**src/rtl/pci_arbiter.sv**
```systemverilog
// pci_arbiter: four-master PCI bus arbiter.
// Round-robin grant selection, grant revocation on FRAME# timeout,
// preemption of a running transaction when another master requests,
// and a guaranteed all-high gnt_n clock between successive grants.
//
// Handshake contract: a master that sees its gnt_n bit low while the
// bus is idle starts a transaction by pulling FRAME# low; the arbiter
// keeps the grant until the owner withdraws its request, times out, or
// (once the transaction runs) another master asks for the bus, and it
// only hands the bus on after FRAME#/IRDY# both return high.
//
// The FSM state lives in the register named 'state' (IDLE/GRANT/BUSY)
// so checkers can bind to it directly.
module pci_arbiter #(
  parameter int TIMEOUT = 16
) (
  input  logic       clk,
  input  logic       rst_n,
  input  logic [3:0] req_n,
  input  logic       frame,
  input  logic       irdy,
  output logic [3:0] gnt_n,
  output logic [1:0] owner,
  output logic       owner_valid,
  output logic       timeout_err
);

  // Wait counter width; a TIMEOUT of 1 still needs one bit of storage.
  localparam int CW = (TIMEOUT > 1) ? $clog2(TIMEOUT) : 1;
  localparam logic [CW-1:0] CNT_LAST = CW'(TIMEOUT - 1);

  typedef enum logic [1:0] {
    IDLE  = 2'd0,
    GRANT = 2'd1,
    BUSY  = 2'd2
  } state_t;

  state_t        state;
  logic [CW-1:0] cnt;
  logic [1:0]    last;

  logic          frame_hi;
  logic          irdy_hi;
  logic          bus_idle;
  logic          any_req;
  logic          others_req;
  logic [3:0]    owner_mask;
  logic [1:0]    winner;
  logic [1:0]    cand;
  logic          found;

  // The shared lines are pulled up on the board: anything that is not a
  // solid 0 (including a floating z or an unknown x) reads as deasserted.
  assign frame_hi   = (frame !== 1'b0);
  assign irdy_hi    = (irdy  !== 1'b0);
  assign bus_idle   = frame_hi & irdy_hi;
  assign any_req    = ~&req_n;
  assign owner_mask = 4'b0001 << owner;
  assign others_req = |(~req_n & ~owner_mask);

  // Round-robin pick: scan from last+1 upward, the previous owner is
  // looked at last so it loses whenever anyone else is requesting.
  always_comb begin
    winner = last;
    cand   = '0;
    found  = 1'b0;
    for (int i = 1; i <= 4; i++) begin
      cand = last + 2'(i);
      if (!found && !req_n[cand]) begin
        winner = cand;
        found  = 1'b1;
      end
    end
  end

  // Arbitration FSM with all outputs registered.
  always_ff @(posedge clk or negedge rst_n) begin
    if (!rst_n) begin
      state       <= IDLE;
      gnt_n       <= 4'b1111;
      owner       <= 2'd0;
      owner_valid <= 1'b0;
      timeout_err <= 1'b0;
      cnt         <= '0;
      last        <= 2'd3;
    end else begin
      timeout_err <= 1'b0;
      case (state)
        IDLE: begin
          // No parking: the grant only goes out on a request with the bus idle.
          if (bus_idle && any_req) begin
            gnt_n       <= ~(4'b0001 << winner);
            owner       <= winner;
            owner_valid <= 1'b1;
            cnt         <= '0;
            state       <= GRANT;
          end
        end
        GRANT: begin
          if (!frame_hi) begin
            // Owner started its transaction; keep the grant for now.
            cnt   <= '0;
            state <= BUSY;
          end else if (req_n[owner]) begin
            // Owner gave up before using the bus.
            gnt_n       <= 4'b1111;
            owner_valid <= 1'b0;
            cnt         <= '0;
            last        <= owner;
            state       <= IDLE;
          end else if (cnt == CNT_LAST) begin
            // Owner sat on the grant for TIMEOUT clocks without FRAME#.
            gnt_n       <= 4'b1111;
            owner_valid <= 1'b0;
            timeout_err <= 1'b1;
            cnt         <= '0;
            last        <= owner;
            state       <= IDLE;
          end else begin
            cnt <= cnt + 1'b1;
          end
        end
        BUSY: begin
          if (bus_idle) begin
            // Transaction finished; IDLE adds the mandatory all-high clock.
            gnt_n       <= 4'b1111;
            owner_valid <= 1'b0;
            last        <= owner;
            state       <= IDLE;
          end else if (others_req) begin
            // Preempt: the owner finishes its current transaction but
            // must not start another one.
            gnt_n <= 4'b1111;
          end
        end
        default: begin
          gnt_n       <= 4'b1111;
          owner_valid <= 1'b0;
          cnt         <= '0;
          state       <= IDLE;
        end
      endcase
    end
  end

endmodule

```
**config.mk**
```make
export PLATFORM = sky130hd
export DESIGN_NAME = pci_arbiter
export DESIGN_NICKNAME = d
export VERILOG_FILES = /design/src/rtl/pci_arbiter.sv
export SDC_FILE = /design/constraint.sdc
export NUM_CORES = 1
export LEC_CHECK = 0
export BUFFER_PORTS_ARGS = -buffer_cell sky130_fd_sc_hd__clkbuf_2
export CAP_MARGIN = 10
export CORE_UTILIZATION = 45
export CTS_CLUSTER_DIAMETER = 100
export CTS_CLUSTER_SIZE = 14
export DETAILED_ROUTE_END_ITERATION = 7
export GPL_TIMING_DRIVEN = 0
export PLACE_DENSITY = 0.71
export SLEW_MARGIN = 15
export SYNTH_ARGS = -nofsm -noshare
export SYNTH_HDL_FRONTEND = slang
export SYNTH_SLANG_ARGS = --single-unit
```
**constraint.sdc**
```tcl
create_clock -name clk -period 1.7 [get_ports clk]
set_input_delay 0.34 -clock clk [delete_from_list [all_inputs] [get_ports clk]]
set_output_delay 0.34 -clock clk [all_outputs]
set_load 0.005 [all_outputs]
```
==> reports/qor.yml <==
pwr:
  sequentialPowerShare_pct: 45.8
  cellLeakagePower_nw: 0.454
  p_int_mw: 0.942
  power_switching_share_pct: 36.9
  p_comb_share_pct: 40.4
  power_switching_mw: 0.551
  ir_drop_mv: 1.02
  power.density_nw_per_um2: 1420
  power.clock.fraction_pct: 13.8
logic_synthesis:
  syn_area_per_cell_um2: 9.52
  synth_mux_area_share_pct: 5.26
  yosysSeqAreaShare_pct: 47.6
  synth_top_family_by_area: "simple AND/OR/NAND/NOR gates"
  yosysTopAreaCell: "dfrtp_1"
  synth-compound-area-share_pct: 21.8
  synth_top_area_share_pct: 29.2
  synth-simple-area-share_pct: 22.6
  syn_inst: 90
  synth_area_um2: 857
  synth_area_leaders: "dfrtp_1 29%, dfstp_2 18%, nand2_1 5.7%, o21ai_0 5.3%, nand2b_1 2.9%"
  synth_nets: 99
  synth_xor_area_share_pct: 0
  yosysUniqueCellTypes: 31
  ys_ff_latch: 16
  yosysWarnings: 0
  synth_fa_ha_area_share_pct: 1.46
timing:
  fin_crit_sh_pct: 100
  setup_tns_ns: -0.00445
  finalSetupViolations: 3
  hold_viol_final: 0
  fin_skew_ns: 0.0172
  rsz0062_at_grt: "yes"
  worst_slew_pin_slew_ns: 0.564
  relSlewSlack_pct: 62.1
  timing.fmax_mhz: 587
  fin_crit_ns: 1.70
  drv_slew: 0
  worst_slack_ns: -0.00272
placed_design:
  routabilityCongestion: 0.803
  post-place-ws_ns: -0.128
  hpwl_mm: 1.22
  placed_cells: 130
  portBuffers: 15
clock_tree:
  clockBufferDepth: 2
  cts_root_buf: "clkbuf_4"
  clkSinkCount: 16
  cts_tree: "built"
  cts_buffers: 3
  htree_levels: 1
  worst_skew_pair.late_latency_ns: 0.29
  clk_pin_slew_ns: 0.10
grt:
  gr-total-overflow: 0
  grt_pass1_wl_mm: 2.75
  use_met1_pct: 29.7
  grt_pass1_vias: 602
  gr-max-usage-layer: "met1"
  grt_use_met3_pct: 2.38
  grt_util_met2_pct: 25.1
  grt_use_total_pct: 18.6
  grt_max_degree: 17
  antenna_found_initial: 0
routing:
  wl_per_cell_um: 12.8
  ant_nets: 0
  first_iter_violations: 8
  drc: 0
  dr.pass1.iters: 4
  drt-total-wl_mm: 1.74
  vias: 760
  vias_per_cell: 5.59
die:
  start_util_pct: 48.6
  num_rows: 15
  die_area_um2: 2080
  die_w_um: 45.6
  ioPinCount: 16
  core_region_area_um2: 1760
  die_h_um: 45.6
setup_path:
  required_ns: 1.91
  reg2reg_slack_ns: -0.003
  crit_path_start_kind: "flip-flop"
  criticalPathCategory: "reg -> reg"
  endpoint_kind: "flip-flop"
  cp.arrival_ns: 1.91
  cp_max_fo: 4
finish:
  stdcell_count: 136
  final_common_cell: "clkbuf_2"
  nets: 121
  antenna_cells: 0
  final_cell_mix: "15 x clkbuf_2, 13 x nand2_1, 9 x o21ai_0, 9 x dfrtp_1, 6 x dfstp_2"
  area_growth_pct: 22.3
  fillCellCount: 169
  layout-drive-gt1-share_pct: 31.5
run_status:
  status: "finished with violations"
  violations: "negative setup slack"
min_path:
  hp-class: "in -> reg"
job:
  maxCapViolCount: 0
power groups by stage:
stage,Sequential (mW),Clock [mW],Combinational [mW]
detailed placement,0.694,0,0.516
finish,0.684,0.206,0.602
CTS,0.677,0.214,0.579
global route,0.708,0.228,0.671
global placement,0.687,0,0.508
floorplan,0.675,0,0.359
cells by family (layout without fill, tap and decap cells):
logic type | count (synthesis) | after routing
mux | 3 | 3
fa+ha+maj | 1 | 1
buf+inv | 3 | 24
flops | 16 | 16
compound gates | 29 | 29
simple gates | 38 | 38
flip-flops by register name, summed over array words and instances, names as in the netlist:
register and count:
timeout_err 1, gnt_n 4, state 2, cnt 4, last 2, owner 2
owner_valid 1
what timing repair did:
action                                 4_1_cts  5_1_grt
setup endpoints to repair                    9       12
buffers inserted                             1        0
gates resized for setup                      2        4
pin swaps                                    2        1
endpoints found under the hold margin       10        0
hold buffers                                 1        0
synthesized netlist by cell type:
| master | number |
|---|---|
| or3_1 | 2 |
| nand3_1 | 2 |
| mux4_2 | 1 |
| o21ai_0 | 9 |
| o21a_1 | 3 |
| mux2_2 | 2 |
| nand2b_1 | 4 |
| nor4_1 | 1 |
| o32a_1 | 1 |
| a31o_2 | 1 |
| a21o_1 | 1 |
| and4_1 | 1 |
| nor2b_1 | 1 |
| a31oi_1 | 2 |
| nor2_1 | 5 |
| nand4_1 | 1 |
| ha_1 | 1 |
| o22a_1 | 2 |
| o22ai_1 | 3 |
| a211oi_1 | 2 |
| a22o_1 | 1 |
| dfrtp_1 | 10 |
| inv_1 | 3 |
| and2_1 | 1 |
| nand2_1 | 13 |
| nor3_1 | 4 |
| and3_1 | 2 |
| o21ai_1 | 1 |
| nor4_2 | 1 |
| a21oi_1 | 3 |
| dfstp_2 | 6 |
layout make-up:
| cell class | count | area [um2] | share of cell area, % |
|---|---|---|---|
| Multi-Input combinational cell | 71 | 478 | 45.6 |
| Sequential cell | 16 | 409 | 39.0 |
| Timing Repair Buffer | 17 | 92.6 | 8.83 |
| Tap cell | 25 | 31.3 | 2.98 |
| Clock buffer | 4 | 26.3 | 2.51 |
| Inverter | 3 | 11.3 | 1.07 |
final timing paths:
kind                       startpoint  endpoint  cells after the start
max                          owner[0]  gnt_n[0]                      5
min in group asynchronous       rst_n    cnt[0]                      2
max in group asynchronous       rst_n   last[1]                      2
min reg2reg                  gnt_n[3]  gnt_n[3]                      1
min                              irdy  state[1]                      2
max reg2reg                  owner[0]  gnt_n[0]                      5
metal layers:
layer / vias up / share of wire [%]
met3: 2 / 3.4
met4: 0 / 0.86
met2: 13 / 43
met5: - / 0
li1: 383 / -
met1: 362 / 52
metrics by stage:
stage | instance area, um2 | util (%) | hold slack [ns] | power (mW)
after detailed placement | 965 | 54.7 | 0.276 | 1.21
after CTS | 1020 | 58.0 | 0.281 | 1.47
after global placement | 965 | 54.7 | 0.273 | 1.20
after floorplan | 858 | - | 0.0444 | 1.03
after global routing | 1050 | 59.4 | 0.301 | 1.61
final | 1050 | 59.4 | 0.294 | 1.49
critical path, cell delays in order (launching register included):
cell	delay, ns
dfrtp_2	0.38
mux4_2	0.55
and3_4	0.22
nor4_4	0.22
a31oi_4	0.07
o21a_1	0.21
Note: power is estimated with default switching activity, not from simulation.
